===== config.mk =====
export PLATFORM = sky130hd
export DESIGN_NAME = multi_first_detector_flat
export DESIGN_NICKNAME = d
export VERILOG_FILES = /design/src/rtl/multi_first_detector_pkg.sv /design/src/rtl/multi_first_detector_if.sv /design/src/rtl/multi_first_detector_det_hit_gen.sv /design/src/rtl/multi_first_detector.sv /design/src/flat_wrapper.sv
export SDC_FILE = /design/constraint.sdc
export NUM_CORES = 1
export LEC_CHECK = 0
export CORE_UTILIZATION = 30
export CTS_BUF_LIST = sky130_fd_sc_hd__clkbuf_2 sky130_fd_sc_hd__clkbuf_4 sky130_fd_sc_hd__clkbuf_8
export CTS_CLUSTER_SIZE = 20
export DETAILED_ROUTE_END_ITERATION = 8
export PLACE_DENSITY = 0.48
export RECOVER_POWER = 25
export SLEW_MARGIN = 20
export SYNTH_ARGS = -nofsm -noshare
export SYNTH_HDL_FRONTEND = slang
export SYNTH_SLANG_ARGS = --single-unit

===== constraint.sdc =====
create_clock -name clk -period 1.9 [get_ports clk]
set_input_delay 0.38 -clock clk [delete_from_list [all_inputs] [get_ports clk]]
set_output_delay 0.38 -clock clk [all_outputs]
set_load 0.005 [all_outputs]

===== src/rtl/multi_first_detector_pkg.sv =====
`default_nettype none
// ============================================================================
// Module   : multi_first_detector_pkg
// Purpose  : Shared types and helpers for the first-signal detector family.
//            The FSM state encoding and the lowest-set-index helper are also
//            used by the downstream arbiter.
// Revision : 1.0 - initial N-channel release
// ============================================================================
package multi_first_detector_pkg;

    typedef enum logic [1:0] {
        ST_IDLE   = 2'd0,
        ST_WINDOW = 2'd1,
        ST_LOCKED = 2'd2
    } det_state_e;

    // Upper bound on channel count the index helper can scan. Callers
    // zero-extend their vector to this width and truncate the returned index.
    localparam int c_MAX_CH    = 64;
    localparam int c_MAX_IDX_W = 6;

    // Index of the lowest set bit; 0 when the vector is empty. Scanning from
    // the top down lets the last assignment win, so the lowest bit prevails.
    function automatic logic [c_MAX_IDX_W-1:0] lowest_set_idx(
        input logic [c_MAX_CH-1:0] vec
    );
        logic [c_MAX_IDX_W-1:0] idx;
        idx = '0;
        for (int i = c_MAX_CH - 1; i >= 0; i--) begin
            if (vec[i]) begin
                idx = c_MAX_IDX_W'(i);
            end
        end
        return idx;
    endfunction

endpackage
`default_nettype wire


===== src/rtl/multi_first_detector_if.sv =====
`default_nettype none
// ============================================================================
// Module   : multi_first_detector_if
// Purpose  : Bundles the detector's channel inputs, re-arm strobe and result
//            outputs.
//            master : event source / status reader (drives in_sig, rearm)
//            slave  : the detector (drives y, first_idx, ts, valid, timeout,
//                     armed)
// Revision : 1.0 - initial N-channel release
// ============================================================================
interface multi_first_detector_if #(
    parameter int N_CH = 4,
    parameter int TS_W = 8
);
    localparam int c_IDX_W = (N_CH > 1) ? $clog2(N_CH) : 1;

    logic [N_CH-1:0]    in_sig;
    logic               rearm;
    logic [N_CH-1:0]    y;
    logic [c_IDX_W-1:0] first_idx;
    logic [TS_W-1:0]    ts;
    logic               valid;
    logic               timeout;
    logic               armed;

    modport master (
        output in_sig, rearm,
        input  y, first_idx, ts, valid, timeout, armed
    );

    modport slave (
        input  in_sig, rearm,
        output y, first_idx, ts, valid, timeout, armed
    );

endinterface
`default_nettype wire


===== src/rtl/multi_first_detector_det_hit_gen.sv =====
`default_nettype none
// ============================================================================
// Module   : det_hit_gen
// Purpose  : Produces the per-channel hit vector. Level mode passes the inputs
//            straight through; edge mode reports 0->1 transitions against a
//            one-cycle delayed copy.
// Ports    : clk, rst (async, active-low), in_sig[N_CH] in, hit[N_CH] out
// Revision : 1.0 - initial N-channel release
// ============================================================================
module det_hit_gen #(
    parameter int N_CH      = 4,
    parameter int EDGE_MODE = 0
) (
    input  wire logic            clk,
    input  wire logic            rst,
    input  wire logic [N_CH-1:0] in_sig,
    output logic      [N_CH-1:0] hit
);

    logic [N_CH-1:0] r_in_q;

    // Cleared by reset so a channel already high at reset release is seen
    // as a rising edge on the first armed cycle.
    always_ff @(posedge clk or negedge rst) begin
        if (!rst) begin
            r_in_q <= '0;
        end else begin
            r_in_q <= in_sig;
        end
    end

    assign hit = (EDGE_MODE != 0) ? (in_sig & ~r_in_q) : in_sig;

endmodule
`default_nettype wire


===== src/rtl/multi_first_detector.sv =====
`default_nettype none
// ============================================================================
// Module   : multi_first_detector
// Purpose  : Captures which channel(s) fire first and locks the result, with
//            an optional coincidence window, arrival timestamp, timeout and
//            software re-arm.
// Ports    : clk        clock
//            rst        asynchronous active-low reset
//            bus.slave  in_sig, rearm in; y, first_idx, ts, valid, timeout,
//                       armed out (all registered)
// Revision : 1.0 - initial N-channel release
// ============================================================================
module multi_first_detector
    import multi_first_detector_pkg::*;
#(
    parameter int N_CH      = 4,
    parameter int EDGE_MODE = 0,
    parameter int WINDOW    = 0,
    parameter int TS_W      = 8,
    parameter int TIMEOUT   = 0
) (
    input  wire logic       clk,
    input  wire logic       rst,
    multi_first_detector_if.slave bus
);

    localparam int              c_IDX_W    = (N_CH > 1) ? $clog2(N_CH) : 1;
    localparam logic [TS_W-1:0] c_TS_MAX   = '1;
    localparam logic            c_TO_EN    = (TIMEOUT != 0);
    localparam logic [TS_W-1:0] c_TO_LAST  = (TIMEOUT > 0) ? TS_W'(TIMEOUT - 1) : '0;
    localparam logic [7:0]      c_WIN_LOAD = (WINDOW > 0) ? 8'(WINDOW - 1) : 8'd0;

    logic [N_CH-1:0]    w_hit;
    logic [c_IDX_W-1:0] w_hit_idx;

    det_state_e         r_state,     w_state_nxt;
    logic [TS_W-1:0]    r_elapsed,   w_elapsed_nxt;
    logic [7:0]         r_win_cnt,   w_win_cnt_nxt;
    logic [N_CH-1:0]    r_y,         w_y_nxt;
    logic [c_IDX_W-1:0] r_first_idx, w_first_idx_nxt;
    logic [TS_W-1:0]    r_ts,        w_ts_nxt;
    logic               r_valid,     w_valid_nxt;
    logic               r_timeout,   w_timeout_nxt;
    logic               r_armed,     w_armed_nxt;

    det_hit_gen #(
        .N_CH      (N_CH),
        .EDGE_MODE (EDGE_MODE)
    ) u_hit_gen (
        .clk    (clk),
        .rst    (rst),
        .in_sig (bus.in_sig),
        .hit    (w_hit)
    );

    assign w_hit_idx = c_IDX_W'(lowest_set_idx(c_MAX_CH'(w_hit)));

    always_ff @(posedge clk or negedge rst) begin
        if (!rst) begin
            r_state     <= ST_IDLE;
            r_elapsed   <= '0;
            r_win_cnt   <= '0;
            r_y         <= '0;
            r_first_idx <= '0;
            r_ts        <= '0;
            r_valid     <= 1'b0;
            r_timeout   <= 1'b0;
            r_armed     <= 1'b1;
        end else begin
            r_state     <= w_state_nxt;
            r_elapsed   <= w_elapsed_nxt;
            r_win_cnt   <= w_win_cnt_nxt;
            r_y         <= w_y_nxt;
            r_first_idx <= w_first_idx_nxt;
            r_ts        <= w_ts_nxt;
            r_valid     <= w_valid_nxt;
            r_timeout   <= w_timeout_nxt;
            r_armed     <= w_armed_nxt;
        end
    end

    always_comb begin
        w_state_nxt     = r_state;
        // elapsed only runs while staying armed; every other path leaves it
        // at zero so a re-arm always starts counting from 0.
        w_elapsed_nxt   = '0;
        w_win_cnt_nxt   = r_win_cnt;
        w_y_nxt         = r_y;
        w_first_idx_nxt = r_first_idx;
        w_ts_nxt        = r_ts;
        w_valid_nxt     = r_valid;
        w_timeout_nxt   = r_timeout;

        unique case (r_state)
            ST_IDLE: begin
                w_elapsed_nxt = (r_elapsed == c_TS_MAX) ? r_elapsed : r_elapsed + 1'b1;
                if (|w_hit) begin
                    // A hit takes priority over a timeout in the same cycle.
                    w_y_nxt         = w_hit;
                    w_first_idx_nxt = w_hit_idx;
                    w_ts_nxt        = r_elapsed;
                    w_elapsed_nxt   = '0;
                    if (WINDOW == 0) begin
                        w_state_nxt = ST_LOCKED;
                        w_valid_nxt = 1'b1;
                    end else begin
                        w_state_nxt   = ST_WINDOW;
                        w_win_cnt_nxt = c_WIN_LOAD;
                    end
                end else if (c_TO_EN && (r_elapsed == c_TO_LAST)) begin
                    w_state_nxt   = ST_LOCKED;
                    w_valid_nxt   = 1'b1;
                    w_timeout_nxt = 1'b1;
                end
            end
            ST_WINDOW: begin
                // Hits in the final window cycle are still merged.
                w_y_nxt = r_y | w_hit;
                if (r_win_cnt == 8'd0) begin
                    w_state_nxt = ST_LOCKED;
                    w_valid_nxt = 1'b1;
                end else begin
                    w_win_cnt_nxt = r_win_cnt - 8'd1;
                end
            end
            ST_LOCKED: begin
                if (bus.rearm) begin
                    w_state_nxt     = ST_IDLE;
                    w_y_nxt         = '0;
                    w_first_idx_nxt = '0;
                    w_ts_nxt        = '0;
                    w_valid_nxt     = 1'b0;
                    w_timeout_nxt   = 1'b0;
                end
            end
            default: begin
                w_state_nxt = ST_IDLE;
            end
        endcase
    end

    // Registered from the next state so it always equals (state == IDLE).
    assign w_armed_nxt = (w_state_nxt == ST_IDLE);

    assign bus.y         = r_y;
    assign bus.first_idx = r_first_idx;
    assign bus.ts        = r_ts;
    assign bus.valid     = r_valid;
    assign bus.timeout   = r_timeout;
    assign bus.armed     = r_armed;

endmodule
`default_nettype wire


===== src/flat_wrapper.sv =====
// flat-port wrapper written by rule: the top's interface ports become plain ports
module multi_first_detector_flat import multi_first_detector_pkg::*;
#(
    parameter int N_CH      = 4,
    parameter int EDGE_MODE = 0,
    parameter int WINDOW    = 0,
    parameter int TS_W      = 8,
    parameter int TIMEOUT   = 0
)
  (clk, rst, bus_in_sig, bus_rearm, bus_y, bus_first_idx, bus_ts, bus_valid, bus_timeout, bus_armed);
  multi_first_detector_if #(.N_CH(N_CH), .TS_W(TS_W)) bus_i ();
  input  wire logic clk;
  input  wire logic rst;
  input wire logic [$bits(bus_i.in_sig)-1:0] bus_in_sig;
  input wire logic [$bits(bus_i.rearm)-1:0] bus_rearm;
  output wire logic [$bits(bus_i.y)-1:0] bus_y;
  output wire logic [$bits(bus_i.first_idx)-1:0] bus_first_idx;
  output wire logic [$bits(bus_i.ts)-1:0] bus_ts;
  output wire logic [$bits(bus_i.valid)-1:0] bus_valid;
  output wire logic [$bits(bus_i.timeout)-1:0] bus_timeout;
  output wire logic [$bits(bus_i.armed)-1:0] bus_armed;
  assign bus_i.in_sig = bus_in_sig;
  assign bus_i.rearm = bus_rearm;
  assign bus_y = bus_i.y;
  assign bus_first_idx = bus_i.first_idx;
  assign bus_ts = bus_i.ts;
  assign bus_valid = bus_i.valid;
  assign bus_timeout = bus_i.timeout;
  assign bus_armed = bus_i.armed;
  multi_first_detector #(.N_CH(N_CH), .EDGE_MODE(EDGE_MODE), .WINDOW(WINDOW), .TS_W(TS_W), .TIMEOUT(TIMEOUT)) u_core (.clk(clk), .rst(rst), .bus(bus_i));
endmodule

### After elaboration in Yosys (flattened, before gate mapping)

Index checks and enable logic that the tools add are counted.

* muxes and demuxes: 24
* bitwise gates (word level): 2
* eq/ne operators: 7
* add/subtract/negate cells: 2
* reduce and logical (&&, ||, !) cells: 10

Operator list (number)
* 2-to-1 mux 8 bit: 5
* 2-to-1 mux 2 bit: 9
* case mux 8 bit (2 select lines): 1
* case mux 4 bit (3 select lines): 1
* adder 8 x 1 -> 8 bit (second input constant): 1
* equality test 8 bit (second input constant): 1
* logical NOT 8 bit: 1
* 2-to-1 mux 4 bit: 2
* subtractor 8 x 1 -> 8 bit (second input constant): 1
* case mux 2 bit (3 select lines): 1
* AND reduction 3 bit: 2
* logical NOT 2 bit: 2
* != test 2 x 1 -> 1 bit (second input constant): 2
* bitwise OR 4 bit: 1
* case mux 2 bit (2 select lines): 1
* AND reduction 4 bit: 1
* OR reduction 4 bit: 1
* 2-to-1 mux 1 bit: 3
* != test 3 bit (second input constant): 1
* case mux 1 bit (3 select lines): 1
* nonzero test 3 bit: 1
* equality test 2 x 1 -> 1 bit (second input constant): 1
* equality test 2 bit (second input constant): 1
* != test 2 bit (second input constant): 1
* 3 further kinds: 3

* logic and storage cells: 53
* output and inout bits: 17
* bits of input ports: 7
* bits in registers: 34

### Logic depth before layout (Yosys ltp)

Gate-level depths: netlist (run 1).

* depth in word-level cells: 6
* depth in mapped cells: 8
* mapped depth without buffers: 6

### Cells and area by module

From an unflattened synthesis (run 1), not the netlist that was laid out.

* cell total of the unflattened synthesis: 174
* area total of the unflattened synthesis: 1735.4 um^2

By module, submodules not included
* multi_first_detector: cells an instance 170, area each 1705.4 um^2, times used 1, sequential area each 852.1 um^2
* det_hit_gen: cells an instance 4, area each 30.0 um^2, times used 1, sequential area each 0.0 um^2

### Least setup slack after synthesis (run 1)

No wires, ideal clock.

* path kind: register to register
* start: register u_core.r_state[0]
* end: register u_core.r_first_idx[1] (netlist: u_core.bus.first_idx[1])
* required time: 1.775 ns
* setup time: 0.125 ns
* buffers on the path: 2
* arrival: 1.652 ns
* stages on the path, launching flop included: 8
* slack: 0.123 ns
* clock period less this slack: 1.777 ns
* cells stage by stage: dfrtp_1 > inv_1 > ha_1 > clkbuf_1 > mux2i_1 > a21oi_2 > buf_6 > mux2_4

* cells in the longest elaborated chain, start to end: 3
* elaborated cells on any way between the ends: 7
* those cells by class: eq/ne (3); mux (1); reduce/logical (3)

Ends and longest elaborated chain
* from (decl): line multi_first_detector.sv:36 `det_state_e r_state, w_state_nxt;`
* from (signal assigned): line multi_first_detector.sv:70 `r_state <= w_state_nxt;`
* equality test 2 bit / logical NOT 2 bit (equally long branches): line multi_first_detector.sv:94 `unique case (r_state)`
* != test 2 bit (no line), or another cell as far along
* AND reduction 3 bit (no line)
* to (signal assigned): line multi_first_detector.sv:74 `r_first_idx <= w_first_idx_nxt;`
* to (decl): line multi_first_detector.sv:40 `logic [c_IDX_W-1:0] r_first_idx, w_first_idx_nxt;`

Parallel ways exist; a longest one is shown, timed or not.
A chain may end at the register's enable or synchronous reset.

### Final worst setup path (run 1)

* start: input port bus_in_sig[0]
* end: register u_core.r_y[1] (netlist: u_core.bus.y[1])

* cells in the longest elaborated chain, start to end: 3

Ends and longest elaborated chain
* from (decl): line flat_wrapper.sv:14 `input wire logic [$bits(bus_i.in_sig)-1:0] bus_in_sig;`
* OR reduction 4 bit: line multi_first_detector.sv:97 `if (|w_hit) begin`
* != test 2 x 1 -> 1 bit (no line)
* AND reduction 3 bit (no line)
* to (signal assigned): line multi_first_detector.sv:73 `r_y <= w_y_nxt;`
* to (decl): line multi_first_detector.sv:39 `logic [N_CH-1:0] r_y, w_y_nxt;`

No other way between the ends.

==> metrics.cfg, run 1 <==
[status]
status=finished clean

[power_and_ir_drop]
p_leak_nw=0.9720
power_density_mw_per_mm2=1003
ir_drop_mv=0.3186

[setup_path]
reg2reg_to=u_core.r_win_cnt[7]
start_kind=primary input
end_kind=register
required_ns=2.11
r2r-start=u_core.r_win_cnt[0]
path_max_fanout=4
cp.arrival_ns=1.96
rr_worst_depth=6
worstSetupPathType=in2reg
regToRegSetupSlack_ns=0.17

[place]
dp_hpwl_um=2675
portBuffers=22
place_ws_ns=-0.1665
place.gp.congestion=0.7805

[synth]
yosys_register_bits=34
synth-seq-area-share=0.4840
netlist_area_mm2=0.001760
async_reset_ff_frac=1.000
yosysWarnings=0
syn_inst=158
ys_types=43
syn_avg_cell_area_um2=11.14
synth_flop_cell=dfrtp_1
syn-num-nets=171
synth_edf_count=0

[clock_network]
clk_latency_ns=0.28
htreeDepth=2
clk_pin_slew_ns=0.07
cts_setup_buffers=0
cts_buffer_depth=2
cts_hold_buf=0
cts.repair.resized=0
cts_tree=done
root_buffer=clkbuf_8
cts_sinks=34
cts_buffers=5

[finish]
antenna_cells=0
fillers=561
drive_gt1_frac=0.2194
post-route-util=0.4025
fin_nets=208
final_cell_mix=dfrtp_1, clkdlybuf4s50_1, nor2_1
final_common_cell=dfrtp_1
area_growth_pct=27.43

[grt]
grt_max_degree=35
grt.overflow.total=0
grt_usage=0.1340
grt_pass1_wl_um=6334
antenna_found_initial=0
grt_pass1_vias=1318

[sta]
hold_slack_ns=0.4872
timing.final.crit_period_ns=1.757
layout_worst_path_cycle_share=0.9249
fin_ws_ns=0.1426
clock.fmax_mhz=569.0
rsz0062_at_grt=true
finalMaxSlewViolations=0
final-hold-violation-count=0
worst_slew_pin_slew_ns=0.8637
timing.slew.headroom=0.4242
clock_skew_ns=0.002286
setup_viol=0

[floorplanning]
fp.dieH_um=78.61
start_util=0.3158
fp.coreArea_mm2=0.005574
die_area_mm2=0.006179
die_w_um=78.61
ioPinCount=24
row_count=27

[routing]
ant_nets=0
firstDrtPassIters=4
via_per_inst=4.799
drt-total-wl_um=3697
drc_errors=0
drt_iter0_markers=34
vias=1286
wl_per_cell_um=13.79

[worst_hold_path]
holdCritPathClass=reg2reg
hold_depth=1
hp-start=u_core.r_win_cnt[7]
hold_end=u_core.r_win_cnt[7]

[run]
drv_cap=0

==> synth_stat cells, drive strengths merged (2+ instances only) <==
| master | number | area [um^2] |
|---|---|---|
| a21oi | 6 | 33.78 |
| a221oi | 2 | 23.77 |
| a311oi | 2 | 23.77 |
| a31oi | 5 | 31.28 |
| and3 | 2 | 12.51 |
| buf | 2 | 18.77 |
| clkbuf | 3 | 11.26 |
| dfrtp | 33 | 825.8 |
| ha | 6 | 75.07 |
| inv | 9 | 33.78 |
| mux2 | 8 | 116.4 |
| mux2i | 4 | 40.04 |
| nand2 | 6 | 25.03 |
| nand2b | 2 | 12.51 |
| nand3 | 6 | 30.03 |
| nand4 | 2 | 12.51 |
| nor2 | 16 | 60.06 |
| nor2b | 9 | 56.30 |
| nor3 | 7 | 55.05 |
| nor4 | 3 | 40.04 |
| o211ai | 4 | 35.03 |
| o21ai | 2 | 10.01 |
| xnor2 | 9 | 78.83 |
==> cell families (layout without fill, tap and decap cells) <==
family	Yosys count	count (layout)	synth area share
flip-flops	34	34	0.4840
buffers and inverters	14	52	0.03625
adder cells (fa/ha/maj)	6	6	0.04264
XOR/XNOR	9	9	0.04478
other	1	1	0.002130
AND/OR/NAND/NOR	57	57	0.1926
AO/OA/AOI/OAI	25	25	0.1087
multiplexers	12	12	0.08884
==> per-stage QoR <==
step	cell area (um^2)	total power, mW	TNS, ns	std cells
6_report	2243	2.251	0	268
5_1_grt	2243	2.400	-0.03002	268
4_1_cts	2246	2.297	0	268
3_5_place_dp	2151	1.720	-1.543	260
3_3_place_gp	2151	1.706	-1.110	260
2_1_floorplan	1760	1.341	0	158
==> worst max path at each step <==
stage | from | end | cells past startpoint
after floorplan | u_core.r_state[0] | u_core.bus.first_idx[1] | 7
after detailed placement | bus_in_sig[0] | u_core.bus.y[1] | 5
after global placement | bus_in_sig[0] | u_core.bus.first_idx[1] | 5
after CTS | bus_in_sig[0] | u_core.bus.y[1] | 5
final | bus_in_sig[0] | u_core.bus.y[1] | 5
after global routing | u_core.r_win_cnt[1] | u_core.r_win_cnt[5] | 6
==> power by group <==
part | switching, mW | internal, mW
logic | 0.381 | 0.415
registers | 0.0673 | 0.824
clock network | 0.257 | 0.307
total | 0.705 | 1.55
==> per-layer routing <==
metal | track usage | share of wire
met1 | 0.1693 | 0.48
met2 | 0.2157 | 0.47
met3 | 0.03605 | 0.038
met4 | 0.05370 | 0.014
met5 | 0 | 0
==> cell type report <==
type                            instances  area (um^2)  share of cell area
Clock buffer                            7        90.09             0.04016
Clock inverter                          1        5.005            0.002231
Inverter                                9        33.78             0.01506
Multi-Input combinational cell        110        844.6              0.3765
Sequential cell                        34        852.1              0.3798
Tap cell                               72        90.09             0.04016
Timing Repair Buffer                   35        327.8              0.1461
==> state kept, by name, indices dropped and copies added (netlist names) <==
| register | count |
|---|---|
| u_core.bus.ts | 8 |
| u_core.r_elapsed | 8 |
| u_core.r_win_cnt | 8 |
| u_core.bus.y | 4 |
| u_core.bus.first_idx | 2 |
| u_core.r_state | 2 |
| u_core.bus.armed | 1 |
| u_core.bus.valid | 1 |
==> critical path, cell delays in order <==
cell	delay (ns)
clkdlybuf4s50_1	0.50
or4_1	0.61
o211ai_2	0.24
a21oi_1	0.11
nor3_2	0.11
Note: power is estimated with default switching activity, not from simulation.
==> run 2, diff against run 1 <==
--- a/config.mk
+++ b/config.mk
@@ -5,11 +5,13 @@
 export SDC_FILE = /design/constraint.sdc
 export NUM_CORES = 1
 export LEC_CHECK = 0
+export ABC_AREA = 0
 export CORE_UTILIZATION = 30
 export CTS_BUF_LIST = sky130_fd_sc_hd__clkbuf_2 sky130_fd_sc_hd__clkbuf_4 sky130_fd_sc_hd__clkbuf_8
 export CTS_CLUSTER_SIZE = 20
 export DETAILED_ROUTE_END_ITERATION = 8
-export PLACE_DENSITY = 0.48
+export DONT_BUFFER_PORTS = 1
+export PLACE_DENSITY = 0.42
 export RECOVER_POWER = 25
 export SLEW_MARGIN = 20
 export SYNTH_ARGS = -nofsm -noshare
==> run 2 against run 1 <==
  * Total power is 4.8% lower
  * Clock-buffer cell count is 1 higher
  * Routed wire length decreased by 4.3%
  * Critical path type is now reg2reg
  * Critical endpoint is now u_core.bus.armed
  * Highest routed layer unchanged
==> metrics.cfg, run 2 (synthesis gave the netlist of run 1 again) <==
[status]
status=finished clean

[grt]
antenna_found_initial=0
grt_pass1_vias=1191
grt_pass1_wl_um=5768
grt_max_degree=35
grt.overflow.total=0
grt_usage=0.1243

[sta]
layout_worst_path_cycle_share=0.9206
clock.fmax_mhz=571.7
finalMaxSlewViolations=0
timing.final.crit_period_ns=1.749
clock_skew_ns=0.004646
setup_viol=0
final-hold-violation-count=0
rsz0062_at_grt=true
worst_slew_pin_slew_ns=0.8505
setup_tns_ns=0
hold_slack_ns=0.2568
timing.slew.headroom=0.4330

[setup_path]
start_kind=register
worstSetupPathType=reg2reg
required_ns=2.10
end_kind=register
r2r-start=u_core.r_state[0]
regToRegSetupSlack_ns=0.15
slowest_delay_ns=0.40
path_cells=inv_1 -> ha_1 -> buf_4 -> nand2b_1 -> a221oi_1 -> nor2_1
worst_path_max_delay_cell=dfrtp_1
crit_start=u_core.r_state[0]
cp.arrival_ns=1.95
path_max_fanout=9
cp-endpoint=u_core.bus.armed
rr_worst_depth=6
reg2reg_to=u_core.bus.armed

[power_and_ir_drop]
switching_share=0.3164
clkPwrFrac=0.294
p_sw_mw=0.6779
internal-power_mw=1.465
power_density_mw_per_mm2=1074
p_comb_frac=0.282
p_leak_nw=0.8678
pwr-share-seq=0.424
ir_drop_mv=0.3093

[routing]
firstDrtPassIters=4
drt-total-wl_um=3538
via_per_inst=4.858
drt_iter0_markers=55
ant_nets=0
wl_per_cell_um=14.74
drc_errors=0
vias=1166

[clock_network]
cts_tree=done
clk_latency_ns=0.28
root_buffer=clkbuf_8
cts_sinks=34
clk_pin_slew_ns=0.07
htreeDepth=2
cts.repair.resized=0
cts_buffer_depth=2
cts_buffers=5

[floorplanning]
ioPinCount=24
fp.dieH_um=78.61
die_area_mm2=0.006179
fp.coreArea_mm2=0.005574
start_util=0.3158
die_w_um=78.61
row_count=27

[run]
drv_cap=0

[finish]
area_growth_pct=13.36
fillers=563
instances_no_fill=240
antenna_cells=0
post-route-util=0.3580
final_cell_mix=dfrtp_1, nor2_1, inv_1, xnor2_1, nor2b_1
final_common_cell=dfrtp_1
final_cell_area_mm2=0.001996
fin_nets=180
drive_gt1_frac=0.2143

[place]
portBuffers=0
place.gp.congestion=0.7400
dp_hpwl_um=2548
place_area_mm2=0.001871
dp.cells=230

[worst_hold_path]
holdCritPathClass=in2reg

==> run 2: power by group through the flow <==
| stage | clock (mW) | combinational [mW] | sequential, mW |
|---|---|---|---|
| finish | 0.631 | 0.604 | 0.908 |
| global route | 0.683 | 0.658 | 0.923 |
| CTS | 0.655 | 0.614 | 0.913 |
| detailed placement | 0 | 0.588 | 0.926 |
| global placement | 0 | 0.580 | 0.924 |
| floorplan | 0 | 0.442 | 0.899 |
==> run 2: metal layers <==
layer,wire length [um],track usage,up-vias
met3,317,0.05698,8
met1,1669,0.1572,558
met4,58,0.05556,0
met5,0,0,-
li1,-,-,573
met2,1493,0.1791,27
==> run 2: worst max-delay path: cells and delay by family (launching register included) <==
family,cells,cell delay [ns]
adders and majority gates,1,0.32
AOI/OAI and AO/OA,1,0.40
buffers and inverters,2,0.33
DFF,1,0.40
and+or+nand+nor,2,0.22
==> run 2: stage by stage <==
step                total power [mW]  setup slack (ns)
floorplan                      1.341            0.1233
global placement               1.504            0.2157
detailed placement             1.514            0.1558
CTS                            2.181            0.1340
global route                   2.264          -0.01605
finish                         2.143            0.1508
==> run 2: worst min path at each step <==
| stage | endpoint | start | cells after the start |
|---|---|---|---|
| 2_1_floorplan | u_core.bus.first_idx[0] | rst | 0 |
| 3_3_place_gp | u_core.bus.y[2] | rst | 0 |
| 3_5_place_dp | u_core.bus.y[2] | rst | 0 |
| 4_1_cts | u_core.bus.y[1] | bus_in_sig[1] | 2 |
| 5_1_grt | u_core.bus.y[0] | bus_in_sig[0] | 2 |
| 6_report | u_core.bus.y[1] | bus_in_sig[1] | 2 |
==> run 2: layout make-up <==
type	instances	area (um^2)	area share
clock buffers	8	110.1	0.05517
repair buffers	7	65.06	0.03260
multi-input cells	110	844.6	0.4232
flip-flops and latches	34	852.1	0.4270
well taps	72	90.09	0.04514
inverters	9	33.78	0.01693
==> run 2: what timing repair did <==
action	CTS	global route
setup endpoints to repair	0	1
endpoints found under the hold margin	34	0
hold buffers	2	0
buffers inserted	0	0
